$ cat src/rtl/tl_pkg.sv
// Shared encodings for the traffic light controller and its protocol monitor.
// Latency: n/a (constants, types and one combinational helper only).
// Backpressure: n/a.
package tl_pkg;

  // Road-state bus encoding; 2'b00 is never driven by a healthy controller.
  localparam logic [1:0] GREEN  = 2'b11;
  localparam logic [1:0] YELLOW = 2'b10;
  localparam logic [1:0] RED    = 2'b01;

  // Default phase lengths in 1 s ticks.
  localparam int GREEN_PERIOD_DFLT  = 10;
  localparam int YELLOW_PERIOD_DFLT = 2;

  // Fault codes; a lower number wins when several are seen in one cycle.
  localparam logic [2:0] FC_NONE         = 3'd0;
  localparam logic [2:0] FC_ILLEGAL_ENC  = 3'd1;
  localparam logic [2:0] FC_MULTI_ACTIVE = 3'd2;
  localparam logic [2:0] FC_BAD_TRANS    = 3'd3;
  localparam logic [2:0] FC_BAD_ORDER    = 3'd4;
  localparam logic [2:0] FC_SHORT_DWELL  = 3'd5;
  localparam logic [2:0] FC_LONG_DWELL   = 3'd6;
  localparam logic [2:0] FC_ALL_RED      = 3'd7;

  // Monitor FSM states.
  typedef enum logic [1:0] {
    ST_WAIT_GREEN = 2'd0,
    ST_TRACK      = 2'd1,
    ST_FAULT      = 2'd2
  } tl_state_t;

  // Index of the highest set bit of a 4-bit vector (callers pass one-hot vectors).
  function automatic logic [1:0] onehot_idx(input logic [3:0] v);
    logic [1:0] idx;
    idx = 2'd0;
    for (int i = 0; i < 4; i++) begin
      if (v[i]) idx = 2'(i);
    end
    return idx;
  endfunction

endpackage

$ cat src/rtl/tl_road_check.sv
// Per-road classifier: decodes one road's previous/current encoding into protocol events.
// Latency: purely combinational, zero cycles.
// Backpressure: none; pure function of its inputs.
module tl_road_check
  import tl_pkg::*;
(
  input  logic [1:0] prev_state,
  input  logic [1:0] cur_state,
  output logic       illegal_enc,
  output logic       bad_trans,
  output logic       is_active,
  output logic       enters_green,
  output logic       exits_green,
  output logic       exits_yellow
);

  // Classify the road's current value and its step from the previous cycle.
  always_comb begin
    illegal_enc  = (cur_state == 2'b00);
    is_active    = (cur_state == GREEN) || (cur_state == YELLOW);
    enters_green = (prev_state == RED)    && (cur_state == GREEN);
    exits_green  = (prev_state == GREEN)  && (cur_state == YELLOW);
    exits_yellow = (prev_state == YELLOW) && (cur_state == RED);
    bad_trans    = (cur_state != prev_state) &&
                   !(enters_green || exits_green || exits_yellow);
  end

endmodule

$ cat src/rtl/traffic_light_monitor.sv
// In-line protocol checker for the 4-road traffic controller; TLM_FAULT_STAMP_EN adds a tick timestamp of the first fault.
// Latency: all outputs registered, reflecting inputs sampled on the previous clk edge (1 cycle).
// Backpressure: none; passive observer that never stalls the controller.
module traffic_light_monitor
  import tl_pkg::*;
#(
  parameter int GREEN_PERIOD  = GREEN_PERIOD_DFLT,
  parameter int YELLOW_PERIOD = YELLOW_PERIOD_DFLT,
  parameter int DWELL_W       = 8
`ifdef TLM_FAULT_STAMP_EN
  , parameter int STAMP_W     = 32
`endif
) (
  input  logic       clk,
  input  logic       rst_n,
  input  logic       tick,
  input  logic [1:0] road1_state,
  input  logic [1:0] road2_state,
  input  logic [1:0] road3_state,
  input  logic [1:0] road4_state,
  output logic [1:0] active_road,
  output logic       active_valid,
  output logic       fault,
  output logic [2:0] fault_code,
  output logic [7:0] cycles_done
`ifdef TLM_FAULT_STAMP_EN
  , output logic [STAMP_W-1:0] fault_stamp
`endif
);

  tl_state_t           state_q, state_nxt;
  logic [3:0][1:0]     cur_state, prev_q;
  logic [DWELL_W-1:0]  dwell_q, dwell_nxt;
  logic [1:0]          last_green_q, exp_green;
  logic [3:0]          illegal_enc, bad_trans, is_active, enters_green, exits_green, exits_yellow;
  logic [3:0]          green_vec, yellow_vec;
  logic                change, multi_active, all_red, bad_order, short_dwell, long_dwell;
  logic                start_track, rotation_done;
  logic [2:0]          fc_det;

  assign cur_state = {road4_state, road3_state, road2_state, road1_state};

  for (genvar i = 0; i < 4; i++) begin : g_road
    tl_road_check u_chk (
      .prev_state   (prev_q[i]),
      .cur_state    (cur_state[i]),
      .illegal_enc  (illegal_enc[i]),
      .bad_trans    (bad_trans[i]),
      .is_active    (is_active[i]),
      .enters_green (enters_green[i]),
      .exits_green  (exits_green[i]),
      .exits_yellow (exits_yellow[i])
    );
  end

  // Detect protocol faults by priority, pick the next FSM state and the next dwell count.
  always_comb begin
    change       = (cur_state != prev_q);
    multi_active = |(is_active & (is_active - 4'd1));
    all_red      = (cur_state == {4{RED}});
    exp_green    = last_green_q + 2'd1;
    green_vec    = '0;
    yellow_vec   = '0;
    bad_order    = 1'b0;
    for (int i = 0; i < 4; i++) begin
      green_vec[i]  = (cur_state[i] == GREEN);
      yellow_vec[i] = (cur_state[i] == YELLOW);
      // A new GREEN must be the next road and the old road must be RED by now.
      if (enters_green[i] && ((2'(i) != exp_green) || (cur_state[last_green_q] != RED)))
        bad_order = 1'b1;
    end
    short_dwell = (|exits_green  && (dwell_q < DWELL_W'(GREEN_PERIOD))) ||
                  (|exits_yellow && (dwell_q < DWELL_W'(YELLOW_PERIOD)));
    // The tick that would push dwell past the period is itself the fault.
    long_dwell  = !change && tick &&
                  ((|green_vec  && (dwell_q >= DWELL_W'(GREEN_PERIOD))) ||
                   (|yellow_vec && (dwell_q >= DWELL_W'(YELLOW_PERIOD))));

    fc_det        = FC_NONE;
    start_track   = 1'b0;
    rotation_done = 1'b0;
    state_nxt     = state_q;
    case (state_q)
      ST_WAIT_GREEN: begin
        if (|illegal_enc)      fc_det = FC_ILLEGAL_ENC;
        else if (multi_active) fc_det = FC_MULTI_ACTIVE;
        else if (|green_vec)   start_track = 1'b1;
        if (fc_det != FC_NONE) state_nxt = ST_FAULT;
        else if (start_track)  state_nxt = ST_TRACK;
      end
      ST_TRACK: begin
        if (|illegal_enc)      fc_det = FC_ILLEGAL_ENC;
        else if (multi_active) fc_det = FC_MULTI_ACTIVE;
        else if (|bad_trans)   fc_det = FC_BAD_TRANS;
        else if (bad_order)    fc_det = FC_BAD_ORDER;
        else if (short_dwell)  fc_det = FC_SHORT_DWELL;
        else if (long_dwell)   fc_det = FC_LONG_DWELL;
        else if (all_red)      fc_det = FC_ALL_RED;
        if (fc_det != FC_NONE) state_nxt = ST_FAULT;
        else                   rotation_done = exits_yellow[3] && enters_green[0];
      end
      default: ;
    endcase

    if (change || start_track)         dwell_nxt = '0;
    else if (tick && (dwell_q != '1))  dwell_nxt = dwell_q + 1'b1;
    else                               dwell_nxt = dwell_q;
  end

  // FSM state register.
  always_ff @(posedge clk) begin
    if (!rst_n) state_q <= ST_WAIT_GREEN;
    else        state_q <= state_nxt;
  end

  // Input history, dwell timing and the reported outputs; everything freezes once faulted.
  always_ff @(posedge clk) begin
    if (!rst_n) begin
      prev_q       <= '0;
      dwell_q      <= '0;
      last_green_q <= 2'd0;
      active_road  <= 2'd0;
      active_valid <= 1'b0;
      fault        <= 1'b0;
      fault_code   <= FC_NONE;
      cycles_done  <= 8'd0;
    end else begin
      prev_q  <= cur_state;
      dwell_q <= dwell_nxt;
      if (fc_det != FC_NONE) begin
        fault        <= 1'b1;
        fault_code   <= fc_det;
        active_valid <= 1'b0;
      end else if (start_track || (state_q == ST_TRACK)) begin
        active_road  <= onehot_idx(is_active);
        active_valid <= 1'b1;
        if (|green_vec) last_green_q <= onehot_idx(green_vec);
        if (rotation_done && (cycles_done != 8'hFF)) cycles_done <= cycles_done + 8'd1;
      end
    end
  end

`ifdef TLM_FAULT_STAMP_EN
  logic [STAMP_W-1:0] tick_cnt_q;

  // Free-running tick count; its pre-increment value is captured when the fault latches.
  always_ff @(posedge clk) begin
    if (!rst_n) begin
      tick_cnt_q  <= '0;
      fault_stamp <= '0;
    end else begin
      if (tick) tick_cnt_q <= tick_cnt_q + 1'b1;
      if (fc_det != FC_NONE) fault_stamp <= tick_cnt_q;
    end
  end
`endif

endmodule

$ cat config.mk
export PLATFORM = sky130hd
export DESIGN_NAME = traffic_light_monitor
export DESIGN_NICKNAME = d
export VERILOG_FILES = /design/src/rtl/tl_pkg.sv /design/src/rtl/tl_road_check.sv /design/src/rtl/traffic_light_monitor.sv
export SDC_FILE = /design/constraint.sdc
export NUM_CORES = 1
export LEC_CHECK = 0
export CAP_MARGIN = 20
export CORE_MARGIN = 1
export CORE_UTILIZATION = 40
export DETAILED_ROUTE_END_ITERATION = 6
export SLEW_MARGIN = 10
export SYNTH_ARGS = -nofsm -noshare
export SYNTH_HDL_FRONTEND = slang
export SYNTH_SLANG_ARGS = --single-unit
$ cat constraint.sdc
create_clock -name clk -period 4.51 [get_ports clk]
set_input_delay 0.902 -clock clk [delete_from_list [all_inputs] [get_ports clk]]
set_output_delay 0.902 -clock clk [all_outputs]
set_load 0.05 [all_outputs]
==> out/metrics.cfg <==
[hold_path]
holdPathEnd = fault_code[1]
min_from = fault_code[1]
hold-path-cell-count = 2
hp-class = register to register

[cells_and_area]
instances_no_fill = 358
final_area_um2 = 2590
diodes = 0
multiInputGateArea_um2 = 1400
area_growth_pct = 17.2
drive_gt1_share_pct = 7.29
seq_area_um2 = 701
fillers = 544
finalNetCount = 301

[die]
io_pins = 26
num_rows = 26
dieArea_um2 = 5830
die_x_um = 76.3
design.core.area_um2 = 5200
start_util_pct = 42.5
fp.dieH_um = 76.3

[critical_path]
critPathKind = input pin to register
cp-end-kind = register
critPathSlowestCell = clkdlybuf4s50_1
worst_path_most_repeated_cell = a22o_1
worst-path-buf-inv = 1
startpoint_type = input pin
slowest_delay_ps = 660
critPathMaxFanout = 13
crit_family = compound AO/OA/AOI/OAI gates
rr_worst_depth = 7
cp.required_ps = 4730
crit_chain = clkdlybuf4s50_1, a22o_1, nand3b_1, a22o_1, a21oi_2, nand4_4, or3_1, a21oi_1
regToRegSetupSlack_ps = 2130
arrival_ps = 3520
r2r_end = cycles_done[4]
r2r_start = dwell_q[4]

[synth]
synth_area_um2 = 2210
synth_seq_cells = 35
yosysSeqAreaShare_pct = 31.7
synthTopCellsByCount = dfxtp_1 (35), nor2_1 (28), nand2_1 (25), xnor2_1 (14)
async_flop_share_pct = 0
synthCells = 268
syn_avg_cell_area_um2 = 8.25
synthDominantCellAreaShare_pct = 31.7
synthTopCellsByArea = dfxtp_1 (32%), xnor2_1 (5.5%), nor2_1 (4.8%)
synth_edf_count = 0
yosys_warnings = 0
synth_area_leader_cell = dfxtp_1
synth.net_count = 282
synth_cell_type_count = 57
ys.flop_type = dfxtp_1
synth_most_common_cell = dfxtp_1

[clock_network]
cts_buffers = 5
clock_sinks = 35
htreeDepth = 2
post_cts_resized = 0
post_cts_buffers = 0
root_buffer = clkbuf_8
clkLatencyLatePin_ps = 290
clk_path_buf_depth = 2
cts_tree = yes
hold_buffers = 0
path_clk_slew_ps = 70

[global_routing]
antenna_found_initial = 0
gr-total-overflow = 0
grt_use_total_pct = 18.8
grt_max_degree = 16
grt_pass1_wl_mm = 8.85
grt_pass1_vias = 1815

[route]
drtIter0Drc = 107
viasPerCell = 5.41
wirelength_mm = 5.01
first_pass_iters = 4
drt.antenna.violating_nets = 0
vias = 1935
drc = 0
routedWlPerCell_um = 14.0

[flow_run]
cap_violations = 0

[timing]
slew_violations = 0
max_clock_freq_ghz = 0.303
min_period_over_period_pct = 73.1
layout_min_cycle_time_ps = 3300
worst_pin_slew_ps = 648
fin_worst_skew_ps = 4.44
final-setup-viol-count = 0
slew_headroom_pct = 56.8
rsz0062_at_grt = no
finalSetupTns_ps = 0
hold_violations = 0

[placement]
gp_congestion = 0.875
placed_cell_area_um2 = 2480
dp_cells = 350
dp_hpwl_mm = 3.66
portBuffers = 25

[power_and_ir_drop]
ir_drop_mv = 0.184
p_per_area_nw_per_um2 = 293
power.leakage_uw = 0.000884

[outcome]
status = complete, no violations

sequential cells by signal, indices dropped and copies added, names as in the netlist:
register,count
active_valid,1
state_q,2
active_road,2
fault,1
prev_q,8
last_green_q,2
fault_code,3
cycles_done,8
dwell_q,8
area by class of cell:
class / instances / share of cell area [%]
timing repair buffer: 26 / 9.95
multi-input combinational: 209 / 53.8
tap: 70 / 3.38
clock buffer: 5 / 2.66
clock inverter: 3 / 1.69
inverter: 10 / 1.45
sequential: 35 / 27.0
per-layer routing:
| layer | global-route usage (%) | wire length (um) | vias to the layer above |
|---|---|---|---|
| met4 | 5.77 | 37 | 0 |
| li1 | - | - | 996 |
| met3 | 3.71 | 225 | 4 |
| met5 | 0 | 0 | - |
| met2 | 28.9 | 2200 | 42 |
| met1 | 26.4 | 2550 | 893 |
kinds of logic after synthesis:
kind of cell | count (synthesis) | synth area share (%)
DFF | 35 | 31.7
buffers and inverters | 24 | 5.21
xor gates and xnor gates | 22 | 8.72
muxes | 3 | 1.36
AOI/OAI and AO/OA | 55 | 18.1
and+or+nand+nor | 125 | 32.8
adders and majority gates | 4 | 2.21
how the worst max path moves through the flow:
stage                   startpoint        endpoint  slack [ps]  cells past startpoint
floorplan           road1_state[1]  cycles_done[4]        1850                      8
finish              road2_state[0]  cycles_done[4]        1210                      8
global placement    road2_state[0]  cycles_done[7]         950                      9
CTS                 road2_state[1]  cycles_done[4]        1220                      8
global route        road2_state[0]  cycles_done[4]        1000                      8
detailed placement  road2_state[0]  cycles_done[4]         950                      8
worst register-to-register path, cell delays in order (launching register included):
cell	delay, ps
dfxtp_1	360
nor4_2	490
nand2_1	100
a22o_1	260
a21oi_2	290
nand4_4	250
or3_1	410
a21oi_1	150
metrics by stage:
stage	hold WS [ps]	setup slack (ps)	total power [uW]	util [%]
global route	477	1000	796	49.8
detailed placement	452	946	477	47.6
CTS	466	1220	768	49.8
global placement	450	950	477	47.6
finish	460	1210	759	49.8
floorplan	472	1850	441	-
cell usage in the layout (no fill, tap or decap), types with 3 or more instances in the layout:
master           count
xnor2_1             14
xor2_1               8
nor4bb_1             6
o211ai_1             3
nand4_1              5
nand4b_1             3
o21a_1               5
nor3_2               3
o22ai_1              3
clkbuf_8             5
nor2_1              28
nand3_1              7
nor2b_1              5
clkdlybuf4s50_1     25
nand2b_1             9
inv_1               10
and2_1               8
a21oi_1             10
or3_1                5
o21ai_0              9
o22a_1               3
dfxtp_1             35
ha_1                 3
mux2i_1              3
nand2_1             25
nor3_1               9
power by group:
group / total [uW] / internal, uW / switching [uW]
clock network: 288 / 165 / 123
registers: 336 / 321 / 14.5
logic: 135 / 55.7 / 79.5
No activity file was read; power rests on OpenSTA's default activity.
